$ cat config.mk
export PLATFORM = sky130hd
export DESIGN_NAME = multicycle_ctrl
export DESIGN_NICKNAME = d
export VERILOG_FILES = /design/src/rtl/multicycle_ctrl.sv
export SDC_FILE = /design/constraint.sdc
export NUM_CORES = 1
export LEC_CHECK = 0
export BUFFER_PORTS_ARGS = -buffer_cell sky130_fd_sc_hd__buf_4
export CAP_MARGIN = 20
export CORE_MARGIN = 10
export CORE_UTILIZATION = 35
export CTS_BUF_LIST = sky130_fd_sc_hd__clkbuf_4
export DETAILED_ROUTE_END_ITERATION = 8
export GPL_ROUTABILITY_DRIVEN = 0
export GPL_TIMING_DRIVEN = 0
export PLACE_DENSITY = 0.73
export SYNTH_ARGS = -nofsm -noshare
export SYNTH_HDL_FRONTEND = slang
export SYNTH_SLANG_ARGS = --single-unit
export TNS_END_PERCENT = 1
$ cat constraint.sdc
create_clock -name clk -period 1.5 [get_ports clk]
set_clock_uncertainty 0.05 [all_clocks]
set_input_delay 0.15 -clock clk [delete_from_list [all_inputs] [get_ports clk]]
set_output_delay 0.15 -clock clk [all_outputs]
set_load 0.005 [all_outputs]
$ cat src/rtl/multicycle_ctrl.sv
// rtl/multicycle_ctrl.sv - multi-cycle RV32I-subset control FSM (option macro: CTRL_ILLEGAL_TRAP_EN)
module multicycle_ctrl #(
  parameter int CNT_W = 16
) (
  input  logic             clk,
  input  logic             rst,
  input  logic             run,
  input  logic [31:0]      instr,
  input  logic [3:0]       status,
  output logic             regRW,
  output logic             ALUsrc,
  output logic [1:0]       immsrc,
  output logic [4:0]       ALUop,
  output logic             mRW,
  output logic             wb,
  output logic             pcsrc,
  output logic             pc_en,
  output logic             busy,
  output logic             halted,
  output logic [CNT_W-1:0] retired
);

  localparam logic [2:0] S_IDLE   = 3'd0;
  localparam logic [2:0] S_FETCH  = 3'd1;
  localparam logic [2:0] S_DECODE = 3'd2;
  localparam logic [2:0] S_EXEC   = 3'd3;
  localparam logic [2:0] S_MEM    = 3'd4;
  localparam logic [2:0] S_WB     = 3'd5;
  localparam logic [2:0] S_HALT   = 3'd6;

  localparam logic [6:0] OP_R   = 7'b0110011;
  localparam logic [6:0] OP_I   = 7'b0010011;
  localparam logic [6:0] OP_LW  = 7'b0000011;
  localparam logic [6:0] OP_SW  = 7'b0100011;
  localparam logic [6:0] OP_BEQ = 7'b1100011;

  logic [2:0]  state;
  logic [2:0]  state_nxt;
  logic [31:0] ir;
  logic [2:0]  funct3;
  logic        is_r, is_i, is_lw, is_sw, is_beq, is_ill;
  logic        dec_alusrc;
  logic [1:0]  dec_immsrc;
  logic [4:0]  dec_aluop;
  logic        in_instr;
  logic        end_state;
  logic        unused_bits;

  assign funct3 = ir[14:12];

  // Instruction and status bits the controller never inspects.
  assign unused_bits = ^{ir[31], ir[29:15], ir[11:7], status[3:1]};

  // Classify the latched instruction by opcode.
  always_comb begin
    is_r   = (ir[6:0] == OP_R);
    is_i   = (ir[6:0] == OP_I);
    is_lw  = (ir[6:0] == OP_LW);
    is_sw  = (ir[6:0] == OP_SW);
    is_beq = (ir[6:0] == OP_BEQ);
    is_ill = !(is_r || is_i || is_lw || is_sw || is_beq);
  end

  // Datapath controls implied by the instruction class; illegal opcodes keep the idle values.
  always_comb begin
    dec_alusrc = 1'b1;
    dec_immsrc = 2'b00;
    dec_aluop  = 5'b00000;
    if (is_r) begin
      dec_aluop  = {1'b0, ir[30], funct3};
    end else if (is_i) begin
      dec_alusrc = 1'b0;
      dec_aluop  = {1'b0, (funct3 == 3'b101) ? ir[30] : 1'b0, funct3};
    end else if (is_lw) begin
      dec_alusrc = 1'b0;
    end else if (is_sw) begin
      dec_alusrc = 1'b0;
      dec_immsrc = 2'b01;
    end else if (is_beq) begin
      dec_immsrc = 2'b10;
      dec_aluop  = 5'b01000;
    end
  end

  assign in_instr = (state == S_DECODE) || (state == S_EXEC) || (state == S_MEM) || (state == S_WB);

  // Moore outputs; pcsrc in a BEQ EXEC follows the live zero flag.
  always_comb begin
    regRW  = (state == S_WB);
    mRW    = !((state == S_MEM) && is_sw);
    wb     = (state == S_WB) && is_lw;
    pc_en  = ((state == S_EXEC) && (is_beq || is_ill)) || ((state == S_MEM) && is_sw) || (state == S_WB);
    pcsrc  = ((state == S_EXEC) && is_beq) ? ~status[0] : 1'b1;
    ALUsrc = in_instr ? dec_alusrc : 1'b1;
    immsrc = in_instr ? dec_immsrc : 2'b00;
    ALUop  = in_instr ? dec_aluop  : 5'b00000;
    busy   = (state != S_IDLE) && (state != S_HALT);
    halted = (state == S_HALT);
  end

  // The single pc_en cycle is always the last state of an instruction.
  assign end_state = pc_en;

  // Next-state sequencing; run is only sampled when an instruction finishes.
  always_comb begin
    state_nxt = state;
    case (state)
      S_IDLE:   if (run) state_nxt = S_FETCH;
      S_FETCH:  state_nxt = S_DECODE;
`ifdef CTRL_ILLEGAL_TRAP_EN
      S_DECODE: state_nxt = is_ill ? S_HALT : S_EXEC;
`else
      S_DECODE: state_nxt = S_EXEC;
`endif
      S_EXEC: begin
        if (is_r || is_i)        state_nxt = S_WB;
        else if (is_lw || is_sw) state_nxt = S_MEM;
      end
      S_MEM:    if (is_lw) state_nxt = S_WB;
      S_WB:     state_nxt = S_WB;
      S_HALT:   state_nxt = S_HALT;
      default:  state_nxt = S_IDLE;
    endcase
    if (end_state) state_nxt = run ? S_FETCH : S_IDLE;
  end

  // State register.
  always_ff @(posedge clk or posedge rst) begin
    if (rst) state <= S_IDLE;
    else     state <= state_nxt;
  end

  // Instruction register, captured in FETCH.
  always_ff @(posedge clk or posedge rst) begin
    if (rst)                    ir <= 32'h0;
    else if (state == S_FETCH)  ir <= instr;
  end

  // Retired-instruction counter, wraps silently.
  always_ff @(posedge clk or posedge rst) begin
    if (rst)        retired <= '0;
    else if (pc_en) retired <= retired + {{(CNT_W-1){1'b0}}, 1'b1};
  end

endmodule

# ---- Word level (Yosys, flattened, before mapping)
# Cells that the tools add are included.
dict set report op_classes {
  add_sub_neg 1
  n_reduce_logical 21
  bitwise 1
  n_mux 26
  eq_ne 16
}
# operator count
set op_table {}
lappend op_table {{one-hot mux 3 bit (7 select lines)} 1}
lappend op_table {{two-way mux 4 bit} 5}
lappend op_table {{adder 16 x 1 -> 16 bit, second input constant} 1}
lappend op_table {{two-way mux 3 bit} 5}
lappend op_table {{equality test 7 x 6 -> 1 bit, second input constant} 2}
lappend op_table {{equality test 3 bit, second input constant} 4}
lappend op_table {{two-way mux 2 bit} 6}
lappend op_table {{logical OR 1 bit} 11}
lappend op_table {{!= test 3 bit, second input constant} 3}
lappend op_table {{two-way mux 1 bit} 8}
lappend op_table {{equality test 7 x 2 -> 1 bit, second input constant} 1}
lappend op_table {{equality test 7 x 5 -> 1 bit, second input constant} 1}
lappend op_table {{equality test 7 bit, second input constant} 1}
lappend op_table {{equality test 3 x 2 -> 1 bit, second input constant} 2}
lappend op_table {{logical AND 1 bit} 5}
lappend op_table {{two-way mux 5 bit} 1}
lappend op_table {{!= test 4 x 2 -> 1 bit, second input constant} 1}
lappend op_table {{equality test 3 x 1 -> 1 bit, second input constant} 1}
lappend op_table {{zero test 3 bit} 1}
lappend op_table {{AND reduction 3 bit} 1}
lappend op_table {{nonzero test 3 bit} 1}
lappend op_table {{zero test 1 bit} 2}
lappend op_table {{NOT 1 bit} 1}
dict set report word_totals {
  in_bits 39
  register_bits 50
  elab_cells 68
  out_inout_bits 31
}

# ---- Longest topological paths before layout
dict set report logic_depth {
  ltp_word 12
  ltp_mapped 6
  mapped_depth_nobuf 5
}

# ---- Least setup slack after synthesis
# No wires, ideal clock.
dict set report synth_path {
  kind {reg2reg}
  from {register ir[3]}
  to {register retired[1]}
  n_path_buf 1
  slack_ns -0.121
  setup_time_ns 0.125
  t_required_ns 1.325
  arrival_time_ns 1.446
  stages_incl_launch_ff 6
  period_less_slack_ns 1.621
  cell_sequence {dfrtp_1 -> and4bb_4 -> a21oi_2 -> o21bai_2 -> buf_6 -> mux2_2}
}
dict set report synth_between {
  elab_chain_cells 10
  elab_cells_between_ends 15
  classes_between {eq/ne (5); reduce/logical (10)}
}
# element line
set synth_rtl {}
lappend synth_rtl {{start: declaration} 39} ;# logic [31:0] ir;
lappend synth_rtl {{start signal: assignment} 136} ;# else if (state == S_FETCH) ir <= instr;
lappend synth_rtl {{equality test 7 x 6 -> 1 bit or equality test 7 x 5 -> 1 bit (tied branches)} {56, 57}}
lappend synth_rtl {{logical OR 1 bit (4 in a row)} 61} ;# is_ill = !(is_r || is_i || is_lw || is_sw || is_beq);
lappend synth_rtl {{zero test 1 bit} 61}
lappend synth_rtl {{logical OR 1 bit} 92} ;# pc_en = ((state == S_EXEC) && (is_beq || is_ill)) || ((state == S_MEM) && is_sw) || (state == S_WB);
lappend synth_rtl {{logical AND 1 bit} 92}
lappend synth_rtl {{logical OR 1 bit (*) (2 in a row)} 92}
lappend synth_rtl {{via pc_en} 17} ;# output logic pc_en,
lappend synth_rtl {{end signal: assignment} 142} ;# else if (pc_en) retired <= retired + {{(CNT_W-1){1'b0}}, 1'b1};
lappend synth_rtl {{end: declaration} 20} ;# output logic [CNT_W-1:0] retired
# Mark *: on every way through the listed nets, which the timed path passes. The rest lies on a longest branch.
# A chain may end at the register's enable or synchronous reset.

# ---- Worst setup path after layout
dict set report layout_path {
  from {register ir[2]}
  to {output port ALUop[3]}
}
dict set report layout_between {
  elab_chain_cells 7
  elab_cells_between_ends 11
  classes_between {eq/ne (5); mux (6)}
}
# element line
set layout_rtl {}
lappend layout_rtl {{equality test 7 bit} 60} ;# is_beq = (ir[6:0] == OP_BEQ);
lappend layout_rtl {{two-way mux 4 bit} 79} ;# end else if (is_beq) begin
lappend layout_rtl {{two-way mux 4 bit} 76} ;# end else if (is_sw) begin
lappend layout_rtl {{two-way mux 4 bit} 74} ;# end else if (is_lw) begin
lappend layout_rtl {{two-way mux 4 bit} 71} ;# end else if (is_i) begin
lappend layout_rtl {{two-way mux 4 bit (*)} 69} ;# if (is_r) begin
lappend layout_rtl {{two-way mux 5 bit (*)} 96} ;# ALUop = in_instr ? dec_aluop : 5'b00000;
lappend layout_rtl {{end: declaration} 13} ;# output logic [4:0] ALUop,
# Mark *: on every way between the ends. The rest lies on a longest branch, timed or not.

==> metrics.md <==
| Metric | Value |
|---|---|
| Number of max-slew violations in the final report | `0` |
| Die W | `between 80 and 90 microns` |
| Detailed placement HPWL | `2.81 mm` |
| Post-synth top flop | `dfrtp_1` |
| Seq cells post-synth | `30` |
| Crit path max fanout | `6` |
| Tightest Pin Transition | `0.650 ns` |
| Initial Util | `0.358` |
| Period minus WS final | `1.83 ns` |
| IR drop worst, VDD | `0.693 mV` |
| Ranking of synthesized cells by area | `dfrtp_1 49%, xnor2_1 8.0%, mux2_2 7.3%` |
| WS Path Type | `register to output pin` |
| Sequential Area | `754 sq um` |
| Unrepaired setup endpoints after global routing | `true` |
| Inserted Clock Buffers | `5` |
| Worst Path Required | `1.30 ns` |
| WL per Instance | `about 14 microns` |
| Initial antenna violation count | `0` |
| CP Cell Sequence | `and4bb_4 > nand2_4 > o221ai_2 > a21oi_1 > buf_4` |
| YS warnings | `0` |
| Root buffer cell | `clkbuf_4` |
| Net count after synthesis | `181` |
| Synth-to-Final Area Change | `46.7%` |
| Post-synthesis cell type count | `41` |
| Layout cell share with drive strength beyond 1 | `0.424` |
| Sequential area share after synthesis | `0.489` |
| Synth top area share | `0.489` |
| Dpl cells | `238` |
| DRC | `0` |
| Asr flop ratio synth | `1.00` |
| Post-route insts no fill | `262` |
| FF-to-FF path depth | `6` |
| Worst slack at placement | `-0.285 ns` |
| First-iteration detailed-routing DRC count | `58` |
| Final setup violation count | `31` |
| Nets | `249` |
| Die Y | `86.3 microns` |
| Leak pwr | `1.03 nW` |
| CP startpoint kind | `register` |
| Final instance area | `0.00225 sq mm` |
| # rows | `24` |
| Crit-path slowest cell | `and4bb_4` |
| Finished Core Util | `0.525` |
| Final worst setup slack | `-0.326 ns` |
| Top delay family on crit path | `simple AND/OR/NAND/NOR gates` |
| Total gr overflow | `0` |
| IO Count | `70` |
| CORE AREA | `~0.0043 sq mm` |
| WHS Path Cells | `3` |
| Status | `finished with violations` |
| Clk pin slew, worst setup/hold paths | `about 0.09 ns` |
| H-tree lvl count | `2` |
| CP arrival | `1.63 ns` |
| Tot GR Track Use | `0.104` |
| Clk buf depth | `2` |
| Multi-input gate area | `813 sq um` |
| Final antenna-violating net count | `0` |
| Max-cap viol count | `0` |
| Via count | `1277` |
| Bufs and invs on worst path | `1` |
| Final wirelength | `3.77 mm` |
| Synth area leader | `dfrtp_1` |
| Buffers on Ports | `44` |
| CTS tree | `done` |
| Synth Cell Area | `~0.0015 sq mm` |
| Vias in the first global route | `1372` |
| Most frequent cell after synthesis | `dfrtp_1` |
| Slew headroom | `0.566` |
| Synth Area per Inst | `10.9 sq um` |
| Commonest cells post-synth | `30 x dfrtp_1, 14 x xnor2_1, 12 x nand3_1, 10 x mux2_2, 10 x nand2_1` |
| Fmax | `between 0.5 and 0.6 GHz` |
| Final Hold Fails | `0` |
| Vias per std cell | `4.87` |
| CP Depth | `5` |
| Crit end category | `output pin` |
| Clock Latency Late Sink | `roughly 0.33 ns` |
| Layout fillers | `400` |
| Die Footprint | `approximately 0.0074 sq mm` |
| Violated checks | `setup timing` |
| Hold WC Path Type | `input port to register` |
| CTS Sinks | `30` |
| Cells after Synth | `approximately 140` |
| Final worst path period share | `1.22` |
| First-pass GRT wire length | `6.39 mm` |
| PwrDens | `1520 mW/mm^2` |
| Crit path largest cell delay | `around 0.41 ns` |
| Drt first pass iters | `4` |
| Pin count of the biggest net entering global routing | `17` |
| Post-synth EDFFs | `0` |
| DP Area | `0.00198 sq mm` |
| Antenna diodes | `0` |
==> path summary, 6_finish.rpt <==
check                                   startpoint                       to  slack (ns)
min reg2reg                retired[15]$_DFFE_PP0P_  retired[15]$_DFFE_PP0P_        0.43
max in group asynchronous                      rst   retired[0]$_DFFE_PP0P_        0.47
min in group asynchronous                      rst        ir[4]$_DFFE_PP0P_        0.43
min                                            run     state[0]$_DFFE_PP0P_        0.05
max reg2reg                      ir[5]$_DFFE_PP0P_   retired[1]$_DFFE_PP0P_       -0.24
max                              ir[2]$_DFFE_PP0P_                 ALUop[3]       -0.33
==> worst reg2reg max path, stage by stage (launching register included) <==
cell	delay [ns]
dfrtp_1	0.48
nor3b_2	0.32
a21oi_4	0.13
o21bai_4	0.14
buf_6	0.12
buf_6	0.10
mux2_4	0.29
==> per-stage QoR <==
stage	hold slack [ns]	setup TNS [ns]	power, mW
after floorplan	0.191	-0.384	2.25
after global placement	0.305	-3.04	2.66
after detailed placement	0.225	-3.84	2.71
after CTS	0.00829	-6.97	3.38
after global routing	0.0398	-9.46	3.71
final	0.0461	-5.96	3.42
==> area by class of cell <==
cell class	instances	area share
flip-flops and latches	30	0.335
inverters	5	0.00832
plain buffers	4	0.0150
well taps	52	0.0289
multi-input cells	102	0.361
clock buffers	6	0.0200
clock inverters	2	0.00388
repair buffers	61	0.229
==> state kept, by name, summed over array words and instances, names as in the netlist <==
name / flops
ir: 11
retired: 16
state: 3
==> report_power, final <==
part / switching, mW / internal [mW]
clock network: 0.271 / 0.194
logic: 0.672 / 0.867
registers: 0.338 / 1.08
total: 1.28 / 2.14
==> metal layers <==
metal	track usage	vias up	share of wire
met5	0	-	0
met4	0.0309	0	0.013
met3	0.0488	7	0.082
met2	0.166	35	0.48
met1	0.122	609	0.43
li1	-	626	-
==> cells by family after synthesis <==
group,Yosys count,synth area share
flops,30,0.489
compound gates,16,0.0863
fa+ha+maj,1,0.00814
buf+inv,9,0.0301
other cells,1,0.00244
simple gates,59,0.226
xor+xnor,15,0.0855
mux,10,0.0733
==> placed cells by master, fill, tap and decap left out, types with 2 or more instances in the layout <==
cell,count
and2_1,3
and3_1,6
and4_1,2
buf_4,47
buf_6,4
clkbuf_4,6
dfrtp_1,27
dfrtp_2,3
dlygate4sd3_1,12
inv_1,5
mux2_2,7
mux2_4,3
nand2_1,9
nand2b_4,2
nand3_1,12
nand4_1,2
nor2_1,7
nor2_4,2
o21ai_0,5
or3_1,2
xnor2_1,14
==> timing repair <==
| action | CTS | global route |
|---|---|---|
| buffers inserted | 4 | 0 |
| resized for setup | 14 | 8 |
| hold buffers | 11 | 1 |
| pin swaps | 10 | 2 |
| hold endpoints to repair | 24 | 1 |
| endpoints found under the setup margin | 41 | 40 |
Power figures use the tool's default switching activity.
